==> config.mk <==
export PLATFORM = sky130hd
export DESIGN_NAME = gcd_host_seq
export DESIGN_NICKNAME = d
export VERILOG_FILES = /design/src/rtl/gcd_pkg.sv /design/src/rtl/btn_debounce.sv /design/src/rtl/gcd_host_seq.sv
export SDC_FILE = /design/constraint.sdc
export NUM_CORES = 1
export LEC_CHECK = 0
export ABC_AREA = 0
export CAP_MARGIN = 40
export CELL_PAD_IN_SITES_DETAIL_PLACEMENT = 1
export CELL_PAD_IN_SITES_GLOBAL_PLACEMENT = 2
export CORE_UTILIZATION = 33
export DETAILED_ROUTE_END_ITERATION = 10
export PLACE_DENSITY_LB_ADDON = 0.1
export SYNTH_ARGS = -nofsm -noshare
export SYNTH_HDL_FRONTEND = slang
export SYNTH_SLANG_ARGS = --single-unit
==> constraint.sdc <==
create_clock -name clk -period 4.38 [get_ports clk]
set_input_delay 0.876 -clock clk [delete_from_list [all_inputs] [get_ports clk]]
set_output_delay 0.876 -clock clk [all_outputs]
set_load 0.05 [all_outputs]
==> src/rtl/gcd_pkg.sv <==
// Shared types and helpers for the GCD engine host sequencer.
package gcd_pkg;

  localparam int unsigned DefWidth = 8;

  typedef enum logic [2:0] {
    StIdle,
    StClr,
    StGo,
    StWait,
    StCapt,
    StFail
  } state_e;

  // Bits needed to count 0..n-1, never less than one.
  function automatic int unsigned clog2(input int unsigned n);
    int unsigned r;
    r = 0;
    for (int i = 0; i < 32; i++) begin
      if ((64'd1 << i) < 64'(n)) r = unsigned'(i + 1);
    end
    return (r == 0) ? 1 : r;
  endfunction

endpackage

==> src/rtl/btn_debounce.sv <==
// Start-button conditioner: 2-flop synchronizer, stability counter and a
// one-cycle pulse on each accepted rising edge of the debounced level.
module btn_debounce
  import gcd_pkg::*;
#(
  parameter int unsigned DEBOUNCE_CYC = 16
) (
  input  logic clk,
  input  logic clr_n,
  input  logic btn,
  output logic start_pulse
);

  localparam int unsigned CntW = clog2(DEBOUNCE_CYC);
  localparam logic [CntW-1:0] CntLast = CntW'(DEBOUNCE_CYC - 1);

  logic            sync1_q;
  logic            sync2_q;
  logic            level_q;
  logic [CntW-1:0] cnt_q;

  always_ff @(posedge clk or negedge clr_n) begin
    if (!clr_n) begin
      sync1_q     <= 1'b0;
      sync2_q     <= 1'b0;
      level_q     <= 1'b0;
      cnt_q       <= '0;
      start_pulse <= 1'b0;
    end else begin
      sync1_q     <= btn;
      sync2_q     <= sync1_q;
      start_pulse <= 1'b0;
      // Any cycle agreeing with the current level restarts the count.
      if (sync2_q == level_q) begin
        cnt_q <= '0;
      end else if (cnt_q == CntLast) begin
        cnt_q       <= '0;
        level_q     <= sync2_q;
        start_pulse <= sync2_q;
      end else begin
        cnt_q <= cnt_q + CntW'(1);
      end
    end
  end

endmodule

==> src/rtl/gcd_host_seq.sv <==
// Host-side sequencer for the subtractive GCD engine: takes a debounced start,
// clears and launches the engine, then captures its result or times out.
module gcd_host_seq
  import gcd_pkg::*;
#(
  parameter int unsigned WIDTH        = DefWidth,
  parameter int unsigned DEBOUNCE_CYC = 16,
  parameter int unsigned TIMEOUT_CYC  = 1024
) (
  input  logic             clk,
  input  logic             clr_n,
  input  logic             btn_start,
  input  logic [WIDTH-1:0] sw_x,
  input  logic [WIDTH-1:0] sw_y,
  output logic             eng_clr,
  output logic             eng_go,
  output logic [WIDTH-1:0] eng_x,
  output logic [WIDTH-1:0] eng_y,
  input  logic             eng_done,
  input  logic [WIDTH-1:0] eng_gcd,
  output logic [WIDTH-1:0] result,
  output logic             result_valid,
  output logic             busy,
  output logic             err_zero,
  output logic             err_timeout
);

  localparam int unsigned TmoW = clog2(TIMEOUT_CYC);
  localparam logic [TmoW-1:0] TmoLast = TmoW'(TIMEOUT_CYC - 1);

  state_e          state_q;
  logic [TmoW-1:0] tmo_q;
  logic            start_pulse;

  btn_debounce #(
    .DEBOUNCE_CYC(DEBOUNCE_CYC)
  ) u_btn (
    .clk        (clk),
    .clr_n      (clr_n),
    .btn        (btn_start),
    .start_pulse(start_pulse)
  );

  assign busy = (state_q != StIdle);

  always_ff @(posedge clk or negedge clr_n) begin
    if (!clr_n) begin
      state_q      <= StIdle;
      tmo_q        <= '0;
      eng_clr      <= 1'b0;
      eng_go       <= 1'b0;
      eng_x        <= '0;
      eng_y        <= '0;
      result       <= '0;
      result_valid <= 1'b0;
      err_zero     <= 1'b0;
      err_timeout  <= 1'b0;
    end else begin
      eng_clr <= 1'b0;
      eng_go  <= 1'b0;
      unique case (state_q)
        StIdle: begin
          if (start_pulse) begin
            eng_x        <= sw_x;
            eng_y        <= sw_y;
            result_valid <= 1'b0;
            err_zero     <= 1'b0;
            err_timeout  <= 1'b0;
            // A zero operand would never terminate the subtractive engine.
            if (sw_x == '0 || sw_y == '0) begin
              err_zero <= 1'b1;
            end else begin
              eng_clr <= 1'b1;
              state_q <= StClr;
            end
          end
        end
        StClr: begin
          eng_go  <= 1'b1;
          state_q <= StGo;
        end
        StGo: begin
          tmo_q   <= '0;
          state_q <= StWait;
        end
        StWait: begin
          tmo_q <= tmo_q + TmoW'(1);
          // Result is latched on the done edge so it is visible one cycle later.
          if (eng_done) begin
            result       <= eng_gcd;
            result_valid <= 1'b1;
            state_q      <= StCapt;
          end else if (tmo_q == TmoLast) begin
            eng_clr <= 1'b1;
            state_q <= StFail;
          end
        end
        StCapt: begin
          state_q <= StIdle;
        end
        StFail: begin
          err_timeout <= 1'b1;
          state_q     <= StIdle;
        end
        default: begin
          state_q <= StIdle;
        end
      endcase
    end
  end

endmodule

==> results.toml, run 1 <==
[setup_path]
r2r-start = "tmo_q[0]"
cp.required_ns = 3.50
regToRegEndpoint = "state_q[1]"
rr_worst_depth = 5
cp-end-kind = "output port"
rrSetupSlack_ns = 2.59
arrival_ns = 1.96
crit_fanout = 10
worst_setup_path_start_kind = "flop"
critPathKind = "reg -> out"

[pwr]
power.density_nw_per_um2 = 474
swShare_pct = 38.2
pwr-share-clk_pct = 19.0
internal_power_w = 0.000845
combinationalPowerShare_pct = 37.5
switching_power_w = 0.000522
ir_worst_vdd_v = 0.000301
p_leak_nw = 1.24
pwr-share-seq_pct = 43.5

[synth]
netlist_instances = 176
ys.flop_type = "dfrtp_1"
postSynthAreaPerCell_um2 = 12.2
seq_area_frac_synth_pct = 58.1
async_flop_share_pct = 100
yosys_warnings = 0
ys_types = 30
synth_area_um2 = 2150
synth-edff-count = 0
synth_fp_nets = 206
synth_seq_cells = 50

[floorplanning]
core-area_um2 = 6310
start_util_pct = 34.1
die_h_um = 82.8
die_w_um = 82.8
rows = 29
dieArea_um2 = 6850
io-pin-count = 58

[finish]
area_growth_pct = 33.9
layout-drive-gt1-share_pct = 15.6
num_antenna_cells = 0
final_area_um2 = 2880
final_common_cell = "clkdlybuf4s50_1"
final_nets = 268
layout_common_cells = "56 x clkdlybuf4s50_1, 50 x dfrtp_1, 18 x mux2_2"

[cts]
cts_resized = 0
cts_buffers = 5
clock_sinks = 50
holdBufCountCts = 0
clkTransAtPathRegs_ns = 0.08
post-cts-setup-buffers = 0
clock_latency_ns = 0.29
clockBufferDepth = 2
htreeDepth = 2
cts_tree = "yes"
root_buffer = "clkbuf_8"

[sta]
min_period_over_period_pct = 64.7
fin_crit_ns = 2.84
max_slew_margin_pct = 61.9
rsz0062_at_grt = "false"
tightest_slew_ns = 0.572
hold_viol = 0
skew_ns = 0.00492
maxSlewViolCount = 0
setup_viol = 0
fmax_ghz = 0.353
finalSetupTns_ns = 0
setup_ws_ns = 1.54
worst_hold_slack_ns = 0.363

[place]
portBuffers = 57
place_ws_ns = 1.85
gp_congestion = 0.761
dpl.hpwl_um = 3740
placed_area_um2 = 2800

[min_path]
min_to = "u_btn.sync2_q"
min_from = "u_btn.sync1_q"
hold_class = "reg -> reg"
hold_path_depth = 0

[drt]
viasPerCell = 5.01
drt_pass1_iterations = 4
final_antenna_net_count = 0
dr_total_vias = 1574
wirelength_um = 4870
drc = 0
wire_per_inst_um = 15.5
drt_iter0_drc = 32

[grt]
antenna_found_initial = 0
grt_pass1_vias = 1615
grt_overflow = 0
grt_max_degree = 30
grt_util_all_layers_pct = 15.7
grt_pass1_wl_um = 7960

[status]
status = "completed"

[flow_run]
max_cap_violations = 0
-- worst max path at each step --
stage / slack (ns) / depth (start not counted) / to / start
after floorplan: 2.55 / 2 / busy / state_q[0]
after global placement: 1.86 / 2 / busy / state_q[0]
after detailed placement: 1.85 / 2 / busy / state_q[0]
after CTS: 1.52 / 2 / busy / state_q[0]
after global routing: 1.47 / 2 / busy / state_q[0]
final: 1.54 / 2 / busy / state_q[0]
-- worst max-delay path, stage by stage (launching register included) --
cell             delay (ns)
dfrtp_1                0.49
or3_4                  0.45
clkdlybuf4s50_1        0.73
-- Yosys cell counts (2+ instances only) --
cell type / n / area share, %
a21oi_1: 8 / 1.9
dfrtp_1: 50 / 58
ha_1: 2 / 1.2
inv_1: 7 / 1.2
mux2_2: 18 / 9.4
mux2_4: 7 / 4.9
mux2i_1: 5 / 2.3
nand2_1: 17 / 3.0
nand3_1: 7 / 1.6
nor2_1: 13 / 2.3
nor2b_1: 2 / 0.58
nor3_1: 6 / 1.4
nor3b_1: 2 / 0.70
nor4_1: 6 / 1.7
o21a_1: 2 / 0.70
o21ai_0: 9 / 2.1
xnor2_1: 2 / 0.81
-- registers in the layout (all words and copies together), names as in the netlist, 3 cells and up --
name         flops
tmo_q           10
state_q          3
eng_y            8
result           8
eng_x            8
u_btn.cnt_q      4
-- metrics by stage --
| stage | utilization [%] | std cells | power, W |
|---|---|---|---|
| 3_5_place_dp | 44.4 | 308 | 0.00113 |
| 2_1_floorplan | - | 176 | 0.000943 |
| 5_1_grt | 45.7 | 314 | 0.00145 |
| 6_report | 45.7 | 314 | 0.00137 |
| 3_3_place_gp | 44.0 | 307 | 0.00110 |
| 4_1_cts | 45.7 | 314 | 0.00139 |
-- power groups by stage --
stage	Sequential [W]	Clock, W	Combinational (W)
detailed placement	0.000607	0	0.000519
global route	0.000612	0.000290	0.000552
global placement	0.000597	0	0.000505
floorplan	0.000736	0	0.000207
finish	0.000595	0.000260	0.000512
CTS	0.000597	0.000273	0.000521
-- cells by family after synthesis --
kind of cell | count (synthesis) | synth area share [%]
xor+xnor | 2 | 0.814
compound gates | 23 | 6.22
mux | 30 | 16.6
flops | 50 | 58.1
fa+ha+maj | 2 | 1.16
buf+inv | 10 | 2.85
simple gates | 59 | 14.2
-- routing by layer --
metal	vias to the layer above	part of all wire, %	global-route usage (%)
li1	740	-	-
met1	807	42	19.2
met2	20	54	27.2
met3	7	3.4	3.93
met4	0	1.1	4.66
met5	-	0	0
-- area by class of cell --
type	count	area, µm²
Sequential cell	50	1250
Multi-Input combinational cell	116	841
Clock buffer	6	82.6
Fill cell	684	3430
Inverter	7	26.3
Timing Repair Buffer	58	586
Tap cell	77	96.3
Power figures use the tool's default switching activity.
==> run 2: changes to the inputs <==
CORE_UTILIZATION = 28   (was 33)
clock period = 2.4 ns   (was 4.38 ns; I/O delays follow)
==> results.toml, run 2 (same netlist as run 1, synthesis figures left out) <==
[status]
status = "completed"

[cts]
clockBufferDepth = 2
cts_tree = "yes"
cts_buffers = 5
clock_latency_ns = 0.30
clock_sinks = 50
clkTransAtPathRegs_ns = 0.09
post-cts-setup-buffers = 0
root_buffer = "clkbuf_8"
htreeDepth = 2

[sta]
setup_ws_ns = 0.265
min_period_over_period_pct = 89.0
fmax_ghz = 0.468
setup_viol = 0
skew_ns = 0.00553
hold_viol = 0
maxSlewViolCount = 0
max_slew_margin_pct = 60.0
worst_hold_slack_ns = 0.167
finalSetupTns_ns = 0
fin_crit_ns = 2.14
rsz0062_at_grt = "false"
tightest_slew_ns = 0.600

[finish]
area_growth_pct = 36.2
final_area_um2 = 2930
multi_input_area_um2 = 841
layout_common_cells = "55 x clkdlybuf4s50_1, 50 x dfrtp_1, 18 x mux2_2"
largest_register_ffs = 10
final_nets = 270
postLayoutCoreUtil_pct = 40.0
num_antenna_cells = 0
final_common_cell = "clkdlybuf4s50_1"
fillers = 802
regMostFlops = "tmo_q"
layout-drive-gt1-share_pct = 16.6
final-seq-area_um2 = 1250

[pwr]
power.density_nw_per_um2 = 868
p_leak_nw = 1.25
ir_worst_vdd_v = 0.000352

[drt]
dr_total_vias = 1545
drt_pass1_iterations = 4
drt_iter0_drc = 34
final_antenna_net_count = 0
viasPerCell = 4.54
drc = 0
wirelength_um = 4810
wire_per_inst_um = 14.2

[flow_run]
max_cap_violations = 0

[setup_path]
cp.required_ns = 1.92
crit_chain = "or3_4, dlygate4sd2_1"
slowest_delay_ns = 0.46
rrSetupSlack_ns = 0.64
crit_fanout = 8
slowest_stage = "dfrtp_1"
critPathKind = "reg -> out"
arrival_ns = 1.66
worst_setup_path_start_kind = "flop"
cp-end-kind = "output port"
crit_family = "flip-flops"
cp.buffers_inverters = 1

[min_path]
hold_class = "in -> async"

[floorplanning]
dieArea_um2 = 8050
core-area_um2 = 7330
io-pin-count = 58
die_h_um = 89.7
start_util_pct = 29.4
rows = 31
die_w_um = 89.7

[grt]
grt_overflow = 0
grt_max_degree = 28
grt_util_all_layers_pct = 13.3
grt_pass1_wl_um = 8010
antenna_found_initial = 0
grt_pass1_vias = 1619

[place]
place_ws_ns = 0.305
placed_area_um2 = 2840
dpl.hpwl_um = 3470
gp_congestion = 0.716
portBuffers = 57
-- run 2: repair_timing --
| action | 4_1_cts | 5_1_grt |
|---|---|---|
| hold buffers | 0 | 0 |
| gates resized for setup | 1 | 0 |
| setup endpoints to repair | 1 | 0 |
-- run 2: worst reg2reg max path: stages (launching register included) --
cell and delay (ns):
dfrtp_1 0.41, ha_1 0.21, nand3_1 0.19, nor4_1 0.47, nor2_1 0.11, o31a_1 0.26
-- run 2: worst paths after layout --
check	cells past startpoint	start	endpoint
max	2	state_q[2]	busy
min	1	clr_n	tmo_q[5]
max reg2reg	5	tmo_q[0]	state_q[1]
min reg2reg	0	u_btn.sync1_q	u_btn.sync2_q
max in group asynchronous	2	clr_n	tmo_q[2]
min in group clk	0	u_btn.sync1_q	u_btn.sync2_q
-- run 2: final cells by class --
class                           instances  area share, %
Sequential cell                        50           42.7
Tap cell                               99           4.22
Clock inverter                          1          0.171
Timing Repair Buffer                   60           20.4
Clock buffer                            7           2.94
Inverter                                7          0.896
Multi-Input combinational cell        116           28.7
-- run 2: power by group --
group	switching [W]	leakage [nW]	internal (W)
clock network	0.000270	0.0482	0.000233
registers	0.0000913	0.662	0.000972
logic	0.000613	0.545	0.000366
-- run 2: per-layer routing --
| metal | GRT usage [%] | vias to the layer above | wire (µm) | share of wire, % |
|---|---|---|---|---|
| met2 | 21.3 | 28 | 2340 | 49 |
| met1 | 17.2 | 765 | 2170 | 45 |
| li1 | - | 745 | - | - |
| met5 | 0 | - | 0 | 0 |
| met3 | 3.29 | 7 | 232 | 4.8 |
| met4 | 5.63 | 0 | 72 | 1.5 |
-- run 2: metrics by stage --
step	instances	total power (W)
after floorplan	176	0.00172
after global placement	332	0.00208
after detailed placement	332	0.00208
after CTS	340	0.00260
after global routing	340	0.00271
final	340	0.00255
==> run 3: changes to the inputs <==
ABC_AREA = 1   (was 0)
CORE_UTILIZATION = 25   (was 28)
==> results.toml, run 3 <==
[setup_path]
crit_fanout = 4
critPathLaunch = "state_q[0]"
critPathKind = "reg -> out"
rr_worst_depth = 6
arrival_ns = 1.75
rrSetupSlack_ns = 0.92
slowest_stage = "clkdlybuf4s50_1"
r2r-start = "tmo_q[0]"
regToRegEndpoint = "tmo_q[8]"
cp.required_ns = 1.92
worst_setup_path_start_kind = "flop"
cp.depth = 3
crit_family = "buffers and inverters"
cp-endpoint = "busy"
cp.buffers_inverters = 2
crit_chain = "inv_1, nand3_2, clkdlybuf4s50_1"
cp-end-kind = "output port"
slowest_delay_ns = 0.81

[finish]
final_area_um2 = 3000
largest_register_ffs = 10
final_common_cell = "nand2_1"
regMostFlops = "tmo_q"
area_growth_pct = 35.0
layout-drive-gt1-share_pct = 6.42
final-seq-area_um2 = 1250
num_antenna_cells = 0
final_nets = 356
multi_input_area_um2 = 771
fillers = 1063
layout_common_cells = "85 x nand2_1, 56 x clkdlybuf4s50_1, 50 x dfrtp_1"

[pwr]
finalPower_w = 0.00263
ir_worst_vdd_v = 0.000467
power.density_nw_per_um2 = 875
p_leak_nw = 1.50

[synth]
netlist_instances = 264
yosys_warnings = 0
ys.flop_type = "dfrtp_1"
async_flop_share_pct = 100
synth.area.top_cells = "dfrtp_1 56%, nand2_1 14%, inv_1 6.9%"
synth_area_um2 = 2220
synth.most_common_cell = "nand2_1"
postSynthAreaPerCell_um2 = 8.43
seq_area_frac_synth_pct = 56.2
ys_types = 23
synth_seq_cells = 50
synth_top_cell_by_area = "dfrtp_1"
synth_fp_nets = 294
synth-edff-count = 0
synth_top_area_share_pct = 56.2
synth_common_cells = "85 x nand2_1, 50 x dfrtp_1, 41 x inv_1, 25 x o21ai_0, 23 x nor2_1"

[cts]
htreeDepth = 2
root_buffer = "clkbuf_8"
clock_sinks = 50
cts_resized = 0
cts_buffers = 5
clkTransAtPathRegs_ns = 0.09
clockBufferDepth = 2
holdBufCountCts = 0
cts_tree = "yes"
post-cts-setup-buffers = 0
clock_latency_ns = 0.31

[drt]
wire_per_inst_um = 12.2
viasPerCell = 4.20
wirelength_um = 5300
dr_total_vias = 1825
final_antenna_net_count = 0
drt_pass1_iterations = 6
drt_iter0_drc = 52
drc = 0

[floorplanning]
core-area_um2 = 8680
dieArea_um2 = 9280
die_w_um = 96.3
start_util_pct = 25.6
die_h_um = 96.3
io-pin-count = 58
rows = 34

[sta]
maxSlewViolCount = 0
max_slew_margin_pct = 64.3
tightest_slew_ns = 0.534
setup_viol = 0
finalSetupTns_ns = 0
fmax_ghz = 0.448
fin_crit_ns = 2.23
skew_ns = 0.00640
hold_viol = 0
min_period_over_period_pct = 93.0
rsz0062_at_grt = "false"

[grt]
grt_overflow = 0
grt_pass1_wl_um = 8800
grt_util_all_layers_pct = 12.8
grt_pass1_vias = 1834
antenna_found_initial = 0
grt_max_degree = 37

[status]
status = "completed"

[place]
portBuffers = 57
dpl.hpwl_um = 3980
gp_congestion = 0.677
placed_area_um2 = 2910

[flow_run]
max_cap_violations = 0

[min_path]
hold_class = "in -> async"
run 3: changes by cell type after synthesis, moves of 7 or more:
cell     previous run  this run
nor2_1             13        23
mux2_4              7         0
mux2_2             18         0
nand2_1            17        85
o21ai_0             9        25
inv_1               7        41
run 3: logic make-up after synthesis:
family / synth area share (%)
xor+xnor: 0.788
flops: 56.2
simple gates: 25.3
buf+inv: 9.11
compound gates: 7.42
fa+ha+maj: 1.12
run 3: worst min-delay path by stage:
stage	from	end	slack, ns
6_report	clr_n	eng_y[5]	0.08
5_1_grt	clr_n	eng_y[5]	0.10
4_1_cts	clr_n	eng_y[5]	0.1
3_5_place_dp	u_btn.sync1_q	u_btn.sync2_q	0.34
3_3_place_gp	u_btn.sync1_q	u_btn.sync2_q	0.33
2_1_floorplan	clr_n	eng_clr	0.18
run 3: area by class of cell:
class / count / area share (%)
Clock inverter: 1 / 0.167
Tap cell: 108 / 4.50
Timing Repair Buffer: 58 / 19.5
Clock buffer: 7 / 2.88
Sequential cell: 50 / 41.7
Multi-Input combinational cell: 166 / 25.7
Inverter: 45 / 5.63
run 3: stage by stage:
step | hold WS, ns | cells | setup slack [ns] | utilization, %
3_5_place_dp | 0.336 | 427 | 0.499 | 33.5
3_3_place_gp | 0.334 | 427 | 0.527 | 33.5
6_report | 0.0816 | 435 | 0.168 | 34.6
4_1_cts | 0.0967 | 435 | 0.147 | 34.6
5_1_grt | 0.104 | 435 | 0.0593 | 34.6
2_1_floorplan | 0.184 | 264 | 0.955 | -
run 3: worst reg2reg max path, delay by kind of cell, from the launching register on:
family,cells,cell delay (ns)
adders and majority gates,1,0.19
DFF,1,0.40
and+or+nand+nor,5,0.78
run 3: metal layers:
layer  wire length (µm)  up-vias  GRT usage, %
met3                303        5          4.82
met2               2400       38          20.6
li1                   -      925             -
met4                 79        0          4.04
met1               2520      857          15.9
met5                  0        -             0
run 3: power breakdown:
group          internal, W  leakage [nW]  total (W)  switching (W)
Combinational     0.000337         0.880    0.00104       0.000708
Clock             0.000233        0.0482   0.000519       0.000286
Sequential        0.000973         0.575    0.00106      0.0000887
